### src/rtl/posit_decoder_pipe.sv
// posit_decoder_pipe: two-stage posit field decoder (sign, scale, fraction, zero/NaR)
// with valid/ready flow control; S1 takes the absolute value, S2 decodes regime/exponent/fraction.
module posit_decoder_pipe #(
    parameter int N  = 8,
    parameter int ES = 0,
    localparam int FW = N - 3 - ES,
    localparam int SW = $clog2(N) + ES + 1
) (
    input  logic          clk,
    input  logic          rst,
    input  logic [N-1:0]  in_posit,
    input  logic          in_valid,
    output logic          in_ready,
    output logic          out_sign,
    output logic [SW-1:0] out_scale,
    output logic [FW-1:0] out_frac,
    output logic          out_zero,
    output logic          out_nar,
    output logic          out_valid,
    input  logic          out_ready
);
    localparam int MW = $clog2(N) + 1;

    logic                 s1_valid_q, s1_valid_d, s1_sign_q, s1_sign_d;
    logic                 s1_zero_q, s1_zero_d, s1_nar_q, s1_nar_d;
    logic [N-1:0]         s1_abs_q, s1_abs_d;
    logic                 out_valid_q, out_valid_d, out_sign_q, out_sign_d;
    logic                 out_zero_q, out_zero_d, out_nar_q, out_nar_d;
    logic [SW-1:0]        out_scale_q, out_scale_d;
    logic [FW-1:0]        out_frac_q, out_frac_d;
    logic                 s2_adv, s1_adv, r, stop, special;
    logic [MW-1:0]        run;
    logic [N-1:0]         rest;
    logic signed [SW-1:0] k, scale;

    assign s2_adv   = ~out_valid_q | out_ready;
    assign s1_adv   = ~s1_valid_q | s2_adv;
    assign in_ready = s1_adv;

    always_comb begin
        s1_valid_d = s1_adv ? in_valid : s1_valid_q;
        s1_sign_d  = s1_adv ? in_posit[N-1] : s1_sign_q;
        s1_abs_d   = s1_adv ? (in_posit[N-1] ? -in_posit : in_posit) : s1_abs_q;
        s1_zero_d  = s1_adv ? (in_posit == '0) : s1_zero_q;
        s1_nar_d   = s1_adv ? (in_posit == {1'b1, {(N-1){1'b0}}}) : s1_nar_q;
    end

    // Leading-run counter: run stops growing at the first bit that differs from the regime bit.
    always_comb begin
        r    = s1_abs_q[N-2];
        run  = MW'(1);
        stop = 1'b0;
        for (int i = N - 3; i >= 0; i--) begin
            stop = stop | (s1_abs_q[i] != r);
            run  = run + MW'(!stop);
        end
        rest  = s1_abs_q << (run + MW'(2));
        k     = r ? SW'(run) - SW'(1) : -SW'(run);
        scale = (k <<< ES) + SW'(rest >> (N - ES));
    end

    always_comb begin
        special     = s1_zero_q | s1_nar_q;
        out_valid_d = s2_adv ? s1_valid_q : out_valid_q;
        out_sign_d  = s2_adv ? s1_sign_q : out_sign_q;
        out_zero_d  = s2_adv ? s1_zero_q : out_zero_q;
        out_nar_d   = s2_adv ? s1_nar_q : out_nar_q;
        out_scale_d = s2_adv ? (special ? '0 : scale) : out_scale_q;
        out_frac_d  = s2_adv ? (special ? '0 : rest[N-1-ES -: FW]) : out_frac_q;
    end

    always_ff @(posedge clk or posedge rst) begin
        if (rst) begin
            s1_valid_q  <= 1'b0;
            s1_sign_q   <= 1'b0;
            s1_abs_q    <= '0;
            s1_zero_q   <= 1'b0;
            s1_nar_q    <= 1'b0;
            out_valid_q <= 1'b0;
            out_sign_q  <= 1'b0;
            out_scale_q <= '0;
            out_frac_q  <= '0;
            out_zero_q  <= 1'b0;
            out_nar_q   <= 1'b0;
        end else begin
            s1_valid_q  <= s1_valid_d;
            s1_sign_q   <= s1_sign_d;
            s1_abs_q    <= s1_abs_d;
            s1_zero_q   <= s1_zero_d;
            s1_nar_q    <= s1_nar_d;
            out_valid_q <= out_valid_d;
            out_sign_q  <= out_sign_d;
            out_scale_q <= out_scale_d;
            out_frac_q  <= out_frac_d;
            out_zero_q  <= out_zero_d;
            out_nar_q   <= out_nar_d;
        end
    end

    assign out_valid = out_valid_q;
    assign out_sign  = out_sign_q;
    assign out_scale = out_scale_q;
    assign out_frac  = out_frac_q;
    assign out_zero  = out_zero_q;
    assign out_nar   = out_nar_q;
endmodule

### config.mk
export PLATFORM = sky130hd
export DESIGN_NAME = posit_decoder_pipe
export DESIGN_NICKNAME = d
export VERILOG_FILES = /design/src/rtl/posit_decoder_pipe.sv
export SDC_FILE = /design/constraint.sdc
export NUM_CORES = 1
export LEC_CHECK = 0
export ABC_AREA = 1
export CAP_MARGIN = 20
export CORE_AREA = 2 2 62 64
export CTS_CLUSTER_DIAMETER = 200
export DETAILED_ROUTE_END_ITERATION = 7
export DIE_AREA = 0 0 64 66
export DONT_BUFFER_PORTS = 1
export PLACE_DENSITY_LB_ADDON = 0.12
export SYNTH_ARGS = -nofsm -noshare
export SYNTH_HDL_FRONTEND = slang
export SYNTH_SLANG_ARGS = --single-unit
### constraint.sdc
create_clock -name clk -period 4.7 [get_ports clk]
set_input_delay 0.705 -clock clk [delete_from_list [all_inputs] [get_ports clk]]
set_output_delay 0.705 -clock clk [all_outputs]
set_load 0.005 [all_outputs]
==> results of run 1 <==
## cells in the final DEF (no fill, tap or decap), drive strengths merged
| master | instances |
|---|---|
| fa | 3 |
| and2 | 1 |
| or2 | 2 |
| nand3 | 22 |
| dfrtp | 25 |
| xnor2 | 1 |
| xor2 | 3 |
| nand4 | 3 |
| nor2 | 11 |
| ha | 6 |
| clkinvlp | 1 |
| o22ai | 2 |
| inv | 33 |
| a22o | 1 |
| o21bai | 1 |
| nand2 | 85 |
| o21ai | 19 |
| mux2 | 1 |
| a21oi | 2 |
| clkbuf | 3 |
## cells by family after synthesis
logic type                 Yosys count  synth area share [%]
AOI/OAI and AO/OA                   25                  10.0
xor gates and xnor gates             4                  2.07
adders and majority gates            9                  8.00
buffers and inverters               39                  10.0
DFF                                 25                  37.0
muxes                                1                 0.667
and+or+nand+nor                    124                  32.2
## power by group
group | internal [uW] | leakage [uW] | switching [uW]
Combinational | 200 | 0.000592 | 357
Sequential | 266 | 0.000309 | 42.3
Clock | 32.5 | 0.0000139 | 69.6
## state kept, by name, indices dropped and copies added, names as in the netlist
signal	flops
s1_nar_q	1
s1_valid_q	1
out_nar	1
out_frac	5
out_scale	4
s1_abs_q	8
s1_sign_q	1
s1_zero_q	1
out_valid	1
out_zero	1
out_sign	1
## final cells by class
cell class | instances | area, sq um
fillers | 364 | 1820
multi-input cells | 163 | 895
flip-flops and latches | 25 | 626
inverters | 33 | 124
well taps | 48 | 60.1
clock buffers | 3 | 22.5
clock inverters | 1 | 7.51
## routing by layer
layer  vias up  GRT usage, %  share of wire [%]
li1        709             -                  -
met1       618          21.1                 44
met2        39          33.9                 50
met3         2          2.56                4.9
met4         0          6.25               0.80
met5         -             0                  0
## worst max-delay path by stage
stage	from	end
2_1_floorplan	s1_abs_q[5]	out_frac[2]
3_3_place_gp	s1_abs_q[6]	out_frac[1]
6_report	s1_abs_q[6]	out_frac[1]
5_1_grt	s1_abs_q[6]	out_frac[1]
4_1_cts	s1_abs_q[6]	out_frac[1]
3_5_place_dp	s1_abs_q[6]	out_frac[1]
## through the flow
stage	total power (uW)	hold slack [ps]	std cells	setup slack, ps	utilization, %
floorplan	774	438	227	1280	-
global placement	841	456	269	911	48.0
detailed placement	867	464	269	741	48.0
CTS	971	469	273	712	48.8
global route	1080	454	273	389	48.8
finish	967	454	273	693	48.8
## worst max-delay path, delay by kind of cell (launching register included)
family,cells,cell delay [ps]
simple gates,9,770
buf+inv,3,350
fa+ha+maj,5,2110
flops,1,570
compound gates,1,100
## synth_stat cells (2+ instances only)
cell type  instances  area [sq um]
buf_2              3          15.0
nand3_1           22           110
dfrtp_1           25           626
o22ai_2            2          25.0
inv_2              3          11.3
buf_6              2          22.5
xor2_1             3          26.3
fa_1               3          60.1
nand4_1            3          18.8
nand2_1           82           308
o21ai_0           12          60.1
inv_1             30           113
o21ai_2            5          43.8
ha_1               6          75.1
nor2_1             9          33.8
o21ai_1            2          10.0
nand2_2            2          12.5
==> flow_metrics.py, run 1 <==
metrics = {
    "outcome": {
        "status": "finished, final reports clean",
    },
    "critical_path": {
        "r2r_setup_slack_ps": 690,
        "r2r-end": "out_frac[1]",
        "cp_slowest_cell": "dfrtp_1",
        "crit_arrival_ps": 4240,
        "max_stage_delay_ps": 570,
        "startpoint_type": "flip-flop",
        "r2r_cells": 18,
        "critPathRequiredTime_ps": 4930,
        "r2r-start": "s1_abs_q[6]",
        "path_class": "reg2reg",
        "cp_common_cell": "nand2_1",
        "crit_fanout": 12,
        "setup.worst_path.end_class": "flip-flop",
        "path_cells": "nand2_1 -> inv_1 -> nand2_1 -> nand2_1 -> and2_1 -> o21ai_0 -> ha_1 -> fa_1 -> fa_1 -> inv_1 -> fa_1 -> ha_1 -> inv_1 -> nand3_1 -> nand3_1 -> nand2_1 -> nand2_1 -> nand2_1",
    },
    "clock_network": {
        "tritoncts": "done",
        "clk_latency_ps": 320,
        "cts_setup_buffers": 0,
        "ctsHoldBuffers": 0,
        "cts_buffers": 3,
        "cts_buffer_depth": 2,
        "cts_max_level": 1,
        "cts_resized": 0,
        "path_clk_slew_ps": 150,
        "cts.sinks": 25,
        "cts-root-buf": "clkbuf_4",
    },
    "timing": {
        "drv_slew": 0,
        "timing.setup.tns_ps": 0,
        "finalHoldViolations": 0,
        "slew_headroom_pct": 38.3,
        "worstMarginPinSlew_ps": 925,
        "period_minus_slack_ps": 4010,
        "finalSetupViolations": 0,
        "rsz0062_at_grt": "false",
        "period_share_pct": 85.3,
        "max_freq_mhz": 250,
        "clock_skew_ps": 1.75,
    },
    "route": {
        "antenna_left": 0,
        "via_count": 1368,
        "drt-initial-drc-count": 49,
        "wire_per_inst_microns": 12.4,
        "wl_microns": 3380,
        "dr.pass1.iters": 4,
        "drc": 0,
        "via_per_inst": 5.01,
    },
    "place": {
        "placed_area_sq_um": 1700,
        "gp_congestion": 0.886,
        "port_buffers": 0,
        "hpwl_microns": 2680,
    },
    "power": {
        "p_per_area_nw_per_um2": 558,
        "p_leak_uw": 0.000915,
        "ir_worst_vdd_mv": 0.140,
    },
    "synth": {
        "yosys_most_used_dff": "dfrtp_1",
        "syn_area_sq_um": 1690,
        "syn-num-nets": 248,
        "ys_warn_count": 0,
        "ys_ff_latch": 25,
        "synth_edf_count": 0,
        "avgSynthCellArea_sq_um": 7.44,
        "postSynthCellCount": 227,
        "async_flop_share_pct": 100,
        "ys_seq_area_share_pct": 37.0,
        "yosysUniqueCellTypes": 30,
    },
    "floorplanning": {
        "num_rows": 22,
        "die_h_microns": 66,
        "die_w_microns": 64,
        "coreArea_sq_um": 3550,
        "ios": 26,
        "start_util_pct": 47.6,
        "die_area_sq_um": 4220,
    },
    "global_routing": {
        "grt-ovfl-total": 0,
        "antenna_found_initial": 0,
        "grt_pass1_vias": 1350,
        "grt_use_total_pct": 18.1,
        "grt_pass1_wl_microns": 6030,
        "grt_max_degree": 26,
    },
    "worst_hold_path": {
        "hp-class": "in2async",
    },
    "flow_run": {
        "drv_cap": 0,
    },
    "final_layout": {
        "area_delta_synth_final_pct": 2.67,
        "final_nets": 247,
        "final_cell_area_sq_um": 1730,
        "antenna_cells": 0,
        "layout-drive-gt1-share_pct": 9.78,
    },
}
No activity file was read; power rests on OpenSTA's default activity.
==> run 2: changes to the inputs <==
--- a/config.mk
+++ b/config.mk
@@ -7,11 +7,12 @@
 export LEC_CHECK = 0
 export ABC_AREA = 1
 export CAP_MARGIN = 20
-export CORE_AREA = 2 2 62 64
+export CORE_AREA = 8 8 68 70
 export CTS_CLUSTER_DIAMETER = 200
 export DETAILED_ROUTE_END_ITERATION = 7
-export DIE_AREA = 0 0 64 66
+export DIE_AREA = 0 0 76 78
 export DONT_BUFFER_PORTS = 1
+export GPL_ROUTABILITY_DRIVEN = 0
 export PLACE_DENSITY_LB_ADDON = 0.12
 export SYNTH_ARGS = -nofsm -noshare
 export SYNTH_HDL_FRONTEND = slang
==> run 2 against run 1 <==
Net effect:
- clock-buffer cell count unchanged
- utilization unchanged
- critical path type unchanged
- combinational power about the same
- critical path depth is 1 lower
==> flow_metrics.py, run 2 (synthesis gave the netlist of run 1 again) <==
metrics = {
    "outcome": {
        "status": "finished, final reports clean",
    },
    "timing": {
        "max_freq_mhz": 248,
        "rsz0062_at_grt": "false",
        "clock_skew_ps": 10.7,
        "period_share_pct": 85.8,
        "slew_headroom_pct": 39.9,
        "worstMarginPinSlew_ps": 901,
        "timing.setup.tns_ps": 0,
        "finalHoldViolations": 0,
        "finalSetupViolations": 0,
        "drv_slew": 0,
        "holdWs_ps": 438,
        "period_minus_slack_ps": 4030,
    },
    "power": {
        "p_per_area_nw_per_um2": 557,
        "ir_worst_vdd_mv": 0.149,
        "finalPower_uw": 966,
        "p_leak_uw": 0.000915,
    },
    "flow_run": {
        "drv_cap": 0,
    },
    "final_layout": {
        "layout_common_cells": "nand2_1 (82), inv_1 (30), dfrtp_1 (25)",
        "final_nets": 247,
        "registers.top_by_ff_count": "s1_abs_q",
        "largest_reg_flops": 8,
        "area_delta_synth_final_pct": 2.67,
        "layout-drive-gt1-share_pct": 9.78,
        "final_core_utilization_pct": 48.8,
        "antenna_cells": 0,
        "final_common_cell": "nand2_1",
    },
    "global_routing": {
        "grt_pass1_vias": 1349,
        "grt-ovfl-total": 0,
        "antenna_found_initial": 0,
        "grt_pass1_wl_microns": 6030,
        "grt_use_total_pct": 12.1,
        "grt_max_degree": 26,
    },
    "clock_network": {
        "cts-root-buf": "clkbuf_4",
        "cts_resized": 0,
        "cts_setup_buffers": 0,
        "cts_buffer_depth": 2,
        "path_clk_slew_ps": 150,
        "cts_max_level": 1,
        "cts_buffers": 3,
        "clk_latency_ps": 330,
        "ctsHoldBuffers": 0,
        "tritoncts": "done",
        "cts.sinks": 25,
    },
    "route": {
        "wire_per_inst_microns": 12.7,
        "drc": 0,
        "antenna_left": 0,
        "via_per_inst": 5.11,
        "wl_microns": 3470,
        "drt-initial-drc-count": 75,
        "dr.pass1.iters": 4,
        "via_count": 1394,
    },
    "critical_path": {
        "setup.worst_path.end_class": "flip-flop",
        "critPathRequiredTime_ps": 4930,
        "path_class": "reg2reg",
        "crit_fanout": 12,
        "startpoint_type": "flip-flop",
        "crit_arrival_ps": 4260,
    },
    "floorplanning": {
        "num_rows": 22,
        "die_area_sq_um": 5930,
        "coreArea_sq_um": 3550,
        "die_h_microns": 78,
        "ios": 26,
        "start_util_pct": 47.6,
        "die_w_microns": 76,
    },
    "place": {
        "port_buffers": 0,
        "hpwl_microns": 2830,
    },
    "worst_hold_path": {
        "hp-class": "in2async",
    },
}
==> run 2: cell counts in the layout (fill, tap and decap cells not counted) <==
Identical to the previous run, type by type.
==> run 2: stage by stage <==
stage	instances	area (sq um)	worst slack, ps
floorplan	227	1690	1280
global placement	269	1700	893
detailed placement	269	1700	717
CTS	273	1730	679
global route	273	1730	341
finish	273	1730	665
==> run 2: worst max-delay path: stages, from the launching register on <==
cell,delay [ps]
dfrtp_1,530
nor2_1,190
nand2_1,80
nand2_1,60
and2_1,180
o21ai_0,130
ha_1,330
fa_1,460
fa_1,390
inv_1,90
fa_1,540
ha_1,420
inv_1,170
nand2_1,70
o21ai_0,160
nor2_1,50
nand2_1,50
nand2_1,40
==> run 2: layout make-up <==
class	instances	area, sq um
inverter	33	124
tap	48	60.1
fill	351	1820
sequential	25	626
multi-input combinational	163	895
clock buffer	3	22.5
clock inverter	1	7.51
==> run 2: worst paths after layout <==
check / start / end / slack, ps / cells after the start
worst max register to register: s1_abs_q[6] / out_frac[2] / 670 / 17
worst min register to register: s1_sign_q / s1_sign_q / 500 / 2
max in group asynchronous: rst / s1_abs_q[1] / 3700 / 1
worst max-delay path: s1_abs_q[6] / out_frac[2] / 670 / 17
worst min-delay path: rst / out_zero / 440 / 1
min in group clk: in_valid / s1_valid_q / 470 / 1
==> run 2: where the power goes <==
part | internal (uW) | total (uW) | leakage, uW | switching [uW]
logic | 200 | 557 | 0.000592 | 356
clock network | 32.6 | 99.8 | 0.0000139 | 67.2
registers | 266 | 309 | 0.000309 | 43.3
==> run 2: routing by layer <==
metal  up-vias  share of wire (%)  global-route usage (%)
met5         -                  0                       0
met4         0                2.4                    6.47
met3         8                7.3                    3.00
met2        43                 48                    20.9
met1       632                 42                    13.4
li1        711                  -                       -
